==> config.mk <==
export PLATFORM = sky130hd
export DESIGN_NAME = instruction_fetch_unit
export DESIGN_NICKNAME = d
export VERILOG_FILES = /design/src/rtl/fetch_pkg.sv /design/src/rtl/fetch_pc_reg.sv /design/src/rtl/instruction_fetch_unit.sv
export SDC_FILE = /design/constraint.sdc
export NUM_CORES = 1
export LEC_CHECK = 0
export CORE_MARGIN = 3
export CORE_UTILIZATION = 29
export DETAILED_ROUTE_END_ITERATION = 8
export GPL_TIMING_DRIVEN = 1
export PLACE_DENSITY = 0.54
export SYNTH_ARGS = -nofsm -noshare
export SYNTH_HDL_FRONTEND = slang
export SYNTH_SLANG_ARGS = --single-unit
==> constraint.sdc <==
create_clock -name clk -period 5.99 [get_ports clk]
set_input_delay 0.8985 -clock clk [delete_from_list [all_inputs] [get_ports clk]]
set_output_delay 0.8985 -clock clk [all_outputs]
set_load 0.005 [all_outputs]
==> src/rtl/fetch_pkg.sv <==
// Shared types and constants for the instruction fetch stage.
package fetch_pkg;

  typedef enum logic [1:0] {
    REQ  = 2'd0,
    WAIT = 2'd1,
    HOLD = 2'd2,
    HALT = 2'd3
  } fetch_state_e;

  typedef enum logic [1:0] {
    PC_HOLD     = 2'd0,
    PC_INC      = 2'd1,
    PC_REDIRECT = 2'd2
  } pc_sel_e;

  localparam int          INSTR_BYTES      = 4;
  localparam logic [31:0] NOP_INSTR        = 32'h0000_0013;
  localparam logic [31:0] DEFAULT_RESET_PC = 32'h0000_0000;

endpackage

==> src/rtl/fetch_pc_reg.sv <==
// Program counter register: hold, advance by one instruction, or take a
// word-aligned redirect target.
module fetch_pc_reg
  import fetch_pkg::*;
#(
  parameter int                ADDR_W   = 32,
  parameter logic [ADDR_W-1:0] RESET_PC = ADDR_W'(DEFAULT_RESET_PC)
) (
  input  logic              clk,
  input  logic              reset,
  input  pc_sel_e           pc_sel,
  input  logic [ADDR_W-1:0] redirect_pc,
  output logic [ADDR_W-1:0] pc
);

  logic [ADDR_W-1:0] pc_q;
  logic [ADDR_W-1:0] pc_d;

  always_comb begin
    pc_d = pc_q;
    case (pc_sel)
      PC_INC:      pc_d = pc_q + ADDR_W'(INSTR_BYTES);
      // Low bits are dropped so the fetch address is always word aligned.
      PC_REDIRECT: pc_d = redirect_pc & ~ADDR_W'(INSTR_BYTES - 1);
      default:     pc_d = pc_q;
    endcase
  end

  always_ff @(posedge clk or posedge reset) begin
    if (reset) pc_q <= RESET_PC;
    else       pc_q <= pc_d;
  end

  assign pc = pc_q;

endmodule

==> src/rtl/instruction_fetch_unit.sv <==
// Single-outstanding instruction fetch stage with redirect support.
// Optional misaligned-redirect trap: define FETCH_MISALIGN_CHECK_EN.
module instruction_fetch_unit
  import fetch_pkg::*;
#(
  parameter int                ADDR_W   = 32,
  parameter logic [ADDR_W-1:0] RESET_PC = ADDR_W'(DEFAULT_RESET_PC)
) (
  input  logic              clk,
  input  logic              reset,
  output logic              imem_req_valid,
  input  logic              imem_req_ready,
  output logic [ADDR_W-1:0] imem_addr,
  input  logic              imem_resp_valid,
  input  logic [31:0]       imem_resp_data,
  output logic              instr_valid,
  input  logic              instr_ready,
  output logic [31:0]       instr,
  output logic [ADDR_W-1:0] instr_pc,
  input  logic              redirect_valid,
  input  logic [ADDR_W-1:0] redirect_pc,
  output logic              fetch_fault
);

  // Handshakes: a transfer happens on a rising edge where valid and ready are
  // both high; valid never depends on ready, and a pending request keeps its
  // address until accepted unless a redirect replaces it.

  fetch_state_e      state_q, state_d;
  logic              discard_q, discard_d;
  logic              instr_valid_q, instr_valid_d;
  logic [31:0]       instr_q, instr_d;
  logic [ADDR_W-1:0] instr_pc_q, instr_pc_d;
  pc_sel_e           pc_sel;
  logic [ADDR_W-1:0] pc;
  logic              misalign;

  fetch_pc_reg #(
    .ADDR_W   (ADDR_W),
    .RESET_PC (RESET_PC)
  ) u_pc_reg (
    .clk         (clk),
    .reset       (reset),
    .pc_sel      (pc_sel),
    .redirect_pc (redirect_pc),
    .pc          (pc)
  );

  always_comb begin
    state_d       = state_q;
    discard_d     = discard_q;
    instr_valid_d = instr_valid_q;
    instr_d       = instr_q;
    instr_pc_d    = instr_pc_q;
    pc_sel        = PC_HOLD;
    case (state_q)
      REQ: begin
        if (misalign) begin
          state_d = HALT;
        end else if (redirect_valid) begin
          pc_sel = PC_REDIRECT;
          // A request accepted alongside the redirect carries the old PC.
          if (imem_req_ready) begin
            discard_d = 1'b1;
            state_d   = WAIT;
          end
        end else if (imem_req_ready) begin
          discard_d = 1'b0;
          state_d   = WAIT;
        end
      end
      WAIT: begin
        if (misalign) begin
          state_d = HALT;
        end else if (redirect_valid) begin
          pc_sel = PC_REDIRECT;
          if (imem_resp_valid) begin
            discard_d = 1'b0;
            state_d   = REQ;
          end else begin
            discard_d = 1'b1;
          end
        end else if (imem_resp_valid) begin
          if (discard_q) begin
            discard_d = 1'b0;
            state_d   = REQ;
          end else begin
            instr_d       = imem_resp_data;
            instr_pc_d    = pc;
            instr_valid_d = 1'b1;
            state_d       = HOLD;
          end
        end
      end
      HOLD: begin
        if (redirect_valid) begin
          instr_valid_d = 1'b0;
          if (misalign) begin
            state_d = HALT;
          end else begin
            pc_sel  = PC_REDIRECT;
            state_d = REQ;
          end
        end else if (instr_ready) begin
          instr_valid_d = 1'b0;
          pc_sel        = PC_INC;
          state_d       = REQ;
        end
      end
      HALT: begin
        instr_valid_d = 1'b0;
      end
      default: begin
        state_d = REQ;
      end
    endcase
  end

  always_ff @(posedge clk or posedge reset) begin
    if (reset) begin
      state_q       <= REQ;
      discard_q     <= 1'b0;
      instr_valid_q <= 1'b0;
      instr_q       <= NOP_INSTR;
      instr_pc_q    <= '0;
    end else begin
      state_q       <= state_d;
      discard_q     <= discard_d;
      instr_valid_q <= instr_valid_d;
      instr_q       <= instr_d;
      instr_pc_q    <= instr_pc_d;
    end
  end

`ifdef FETCH_MISALIGN_CHECK_EN
  logic fault_q, fault_d;

  assign misalign = redirect_valid && (redirect_pc[1:0] != 2'b00);

  // HALT is terminal, so the fault stays set until reset.
  always_comb begin
    fault_d = fault_q | (state_d == HALT);
  end

  always_ff @(posedge clk or posedge reset) begin
    if (reset) fault_q <= 1'b0;
    else       fault_q <= fault_d;
  end

  assign fetch_fault = fault_q;
`else
  assign misalign    = 1'b0;
  assign fetch_fault = 1'b0;
`endif

  assign imem_req_valid = (state_q == REQ) && !reset;
  assign imem_addr      = pc;
  assign instr_valid    = instr_valid_q;
  assign instr          = instr_q;
  assign instr_pc       = instr_pc_q;

endmodule

==> summary.md <==
| Metric | Value |
|---|---|
| Worst Tran Pin Value | 0.766 ns |
| DR vias | 3897 |
| Final wirelength | 13.5 mm |
| Main combinational cell family by area after synthesis | multiplexers |
| FP Rows | 45 |
| Worst skew pair latency | 0.35 ns |
| Worst-path cell chain | clkdlybuf4s50_1 > nand3b_1 > ha_2 > clkinv_1 > o22ai_1 > a41o_1 > a21oi_1 |
| Initial DRC Count | 176 |
| Final Cell Area | 6710 µm² |
| Root Buffer | clkbuf_16 |
| Worst Hold Depth | 1 |
| Setup bufs post-CTS | 0 |
| Fillers | 1492 |
| Period utilization | 0.591 |
| DR pass1 iterations | 5 |
| Max-slew violation count | 0 |
| Rel. slew slack | 0.489 |
| Syn. warnings | 0 |
| Initial core utilization | 0.302 |
| Worst-case clock buffer depth | 2 |
| Global-route wire length before repair | 21.5 mm |
| Worst Path Arrival | 3.78 ns |
| Hold-fix buffers, CTS | 0 |
| Setup WS post-layout | 2.45 ns |
| Most frequent cells in the layout | clkdlybuf4s50_1, dfrtp_1, mux2_2, nor2_1, o21ai_0 |
| Synth Area per Inst | 11.2 µm² |
| Final hold vios | 0 |
| Endpoint class of the critical path | flop |
| Initial antenna violation count | 0 |
| Hold Path End | instr_pc[11] |
| Synthesized flop and latch total | 96 |
| Core footprint | 15500 µm² |
| Clock slew at reported path FFs | 0.08 ns |
| Peak supply drop | 0.189 mV |
| Post-synthesis compound-gate area fraction | 0.130 |
| Final ANT Viol Nets | 0 |
| Die footprint | 17800 µm² |
| Layout cells sized above 1 | 0.166 |
| Final setup fails | 0 |
| Buffers on Ports | 161 |
| Multiplexer share of the synthesized area | 0.157 |
| Clock sinks | 96 |
| Reg2reg path depth | 9 |
| Netlist Area Pre-Place | 4700 µm² |
| Post-synthesis sequential area ratio | 0.512 |
| Max-cap violations | 0 |
| Vias per inst | 5.02 |
| Skew final | 0.00879 ns |
| Synth-to-layout area growth | 42.9% |
| FF-to-FF Start | state_q[1] |
| Post-place setup slack | 2.12 ns |
| Boundary Pins | 169 |
| CP Class | in2reg |
| Placer Congestion | 0.820 |
| Worst-path cell with the longest stage delay | ha_2 |
| Routed len/inst | 17.3 µm |
| Top delay family on crit path | buffers and inverters |
| Worst path bufs/invs | 2 |
| Post-synthesis cell type count | 54 |
| Post-synth EDFFs | 0 |
| Synth Area in XOR/XNOR | 0 |
| Hold WC Path Type | reg2reg |
| Worst path max stage delay | 0.81 ns |
| Min-delay src | instr_pc[11] |
| Period minus WS final | 3.54 ns |
| # resized after CTS | 0 |
| Critical Path Source Type | primary input |
| F_max | 283 MHz |
| CTS tree | done |
| Hold WS | 0.507 ns |
| Asr flop ratio synth | 1.00 |
| H-tree levels | 3 |
| Die width | 133 µm |
| Crit path max fanout | 40 |
| Most common cell after layout, fill and taps aside | clkdlybuf4s50_1 |
| Num CTS Buffers | 9 |
| Gate Count Post-Synth | 418 |
| Final nets | 638 |
| Pwr dens | 505 nW/µm² |
| Die height | 133 µm |
| Unrepaired setup endpoints after global routing | no |
| R2R Setup Slk | 2.75 ns |
| Total track usage | 0.151 |
| Largest net degree at the start of global routing | 60 |
| Crit Reg-Reg Endpoint | u_pc_reg.pc[25] |
| LEAKAGE | 2.63 nW |
| Synth Flop Type | dfrtp_1 |
| Placed cell area | 6430 µm² |
| Area share of and/or/nand/nor cells after synthesis | 0.132 |
| Diodes inserted | 0 |
| Vias in the first global route | 3824 |
| Gr ovfl total | 0 |
| Req. time, crit path | 6.23 ns |
| Post-Synth Adder-Cell Area | 0.0186 |
| Drt drc | 0 |
| TNS Setup | 0 ns |
| Post-DP HPWL | 9.50 mm |
| Outcome | complete, no violations |
## worst max path at each step
stage	start	to	slack, ns	depth (start not counted)
after floorplan	reset	discard_q	2.59	1
after global placement	redirect_valid	u_pc_reg.pc[25]	2.14	7
after detailed placement	redirect_valid	u_pc_reg.pc[25]	2.12	7
after CTS	redirect_valid	u_pc_reg.pc[25]	2.48	7
after global routing	redirect_valid	u_pc_reg.pc[25]	2.25	7
final	redirect_valid	u_pc_reg.pc[25]	2.45	7
## power breakdown
part | switching (mW) | internal, mW | leakage (nW)
Combinational | 0.647 | 0.943 | 1.35
Clock | 0.275 | 0.289 | 0.137
Sequential | 0.274 | 0.962 | 1.15
Total | 1.20 | 2.19 | 2.63
## routing by layer
layer / vias up / global-route usage / part of all wire
met5: - / 0 / 0
met4: 0 / 0.0451 / 0.0097
met3: 8 / 0.0495 / 0.069
met2: 123 / 0.245 / 0.49
met1: 1933 / 0.193 / 0.43
li1: 1833 / - / -
## registers in the layout, indices dropped and copies added (netlist names)
name,cells
u_pc_reg.pc,30
discard_q,1
instr,32
instr_valid,1
instr_pc,30
state_q,2
## cell families after synthesis
logic type | Yosys count
fa+ha+maj | 7
other cells | 1
simple gates | 113
compound gates | 89
buf+inv | 46
mux | 66
flops | 96
## final cells by class
cell class	count	area, µm²	share of cell area
clock buffer	9	225	0.0336
sequential	96	2410	0.358
multi-input combinational	280	2080	0.310
timing repair buffer	164	1630	0.243
tap	211	264	0.0393
clock inverter	7	60.1	0.00895
inverter	10	40.0	0.00596
## synthesized netlist by cell type, drive strengths merged, types with 3 or more instances
cell / instances / area (µm²)
inv: 9 / 33.8
dfstp: 3 / 78.8
a31oi: 5 / 31.3
a22oi: 6 / 45.0
mux2i: 3 / 30.0
buf: 25 / 150
a211oi: 11 / 82.6
clkbuf: 11 / 45.1
o21ai: 21 / 105
o31a: 4 / 35.0
and4: 7 / 61.3
a311oi: 3 / 26.3
and3: 10 / 65.1
nand3: 18 / 90.1
a21oi: 11 / 55.1
dfrtp: 93 / 2330
nor2: 25 / 93.8
nand4: 10 / 83.8
nor2b: 3 / 18.8
nor3: 11 / 60.1
ha: 7 / 87.6
nand2: 17 / 63.8
mux2: 63 / 709
o22ai: 9 / 56.3
nor4: 3 / 18.8
## worst register-to-register path, delay by kind of cell, from the launching register on
kind,cells,cell delay (ns)
AO/OA/AOI/OAI,4,0.64
adder cells (fa/ha/maj),2,1.05
buffers and inverters,2,0.85
flip-flops,1,0.42
AND/OR/NAND/NOR,1,0.17
## metrics by stage
stage,cells,util,power [mW]
floorplan,422,-,1.99
global placement,761,0.414,2.81
detailed placement,761,0.414,2.85
CTS,777,0.432,3.44
global route,777,0.432,3.64
finish,777,0.432,3.39
Power figures use the tool's default switching activity.
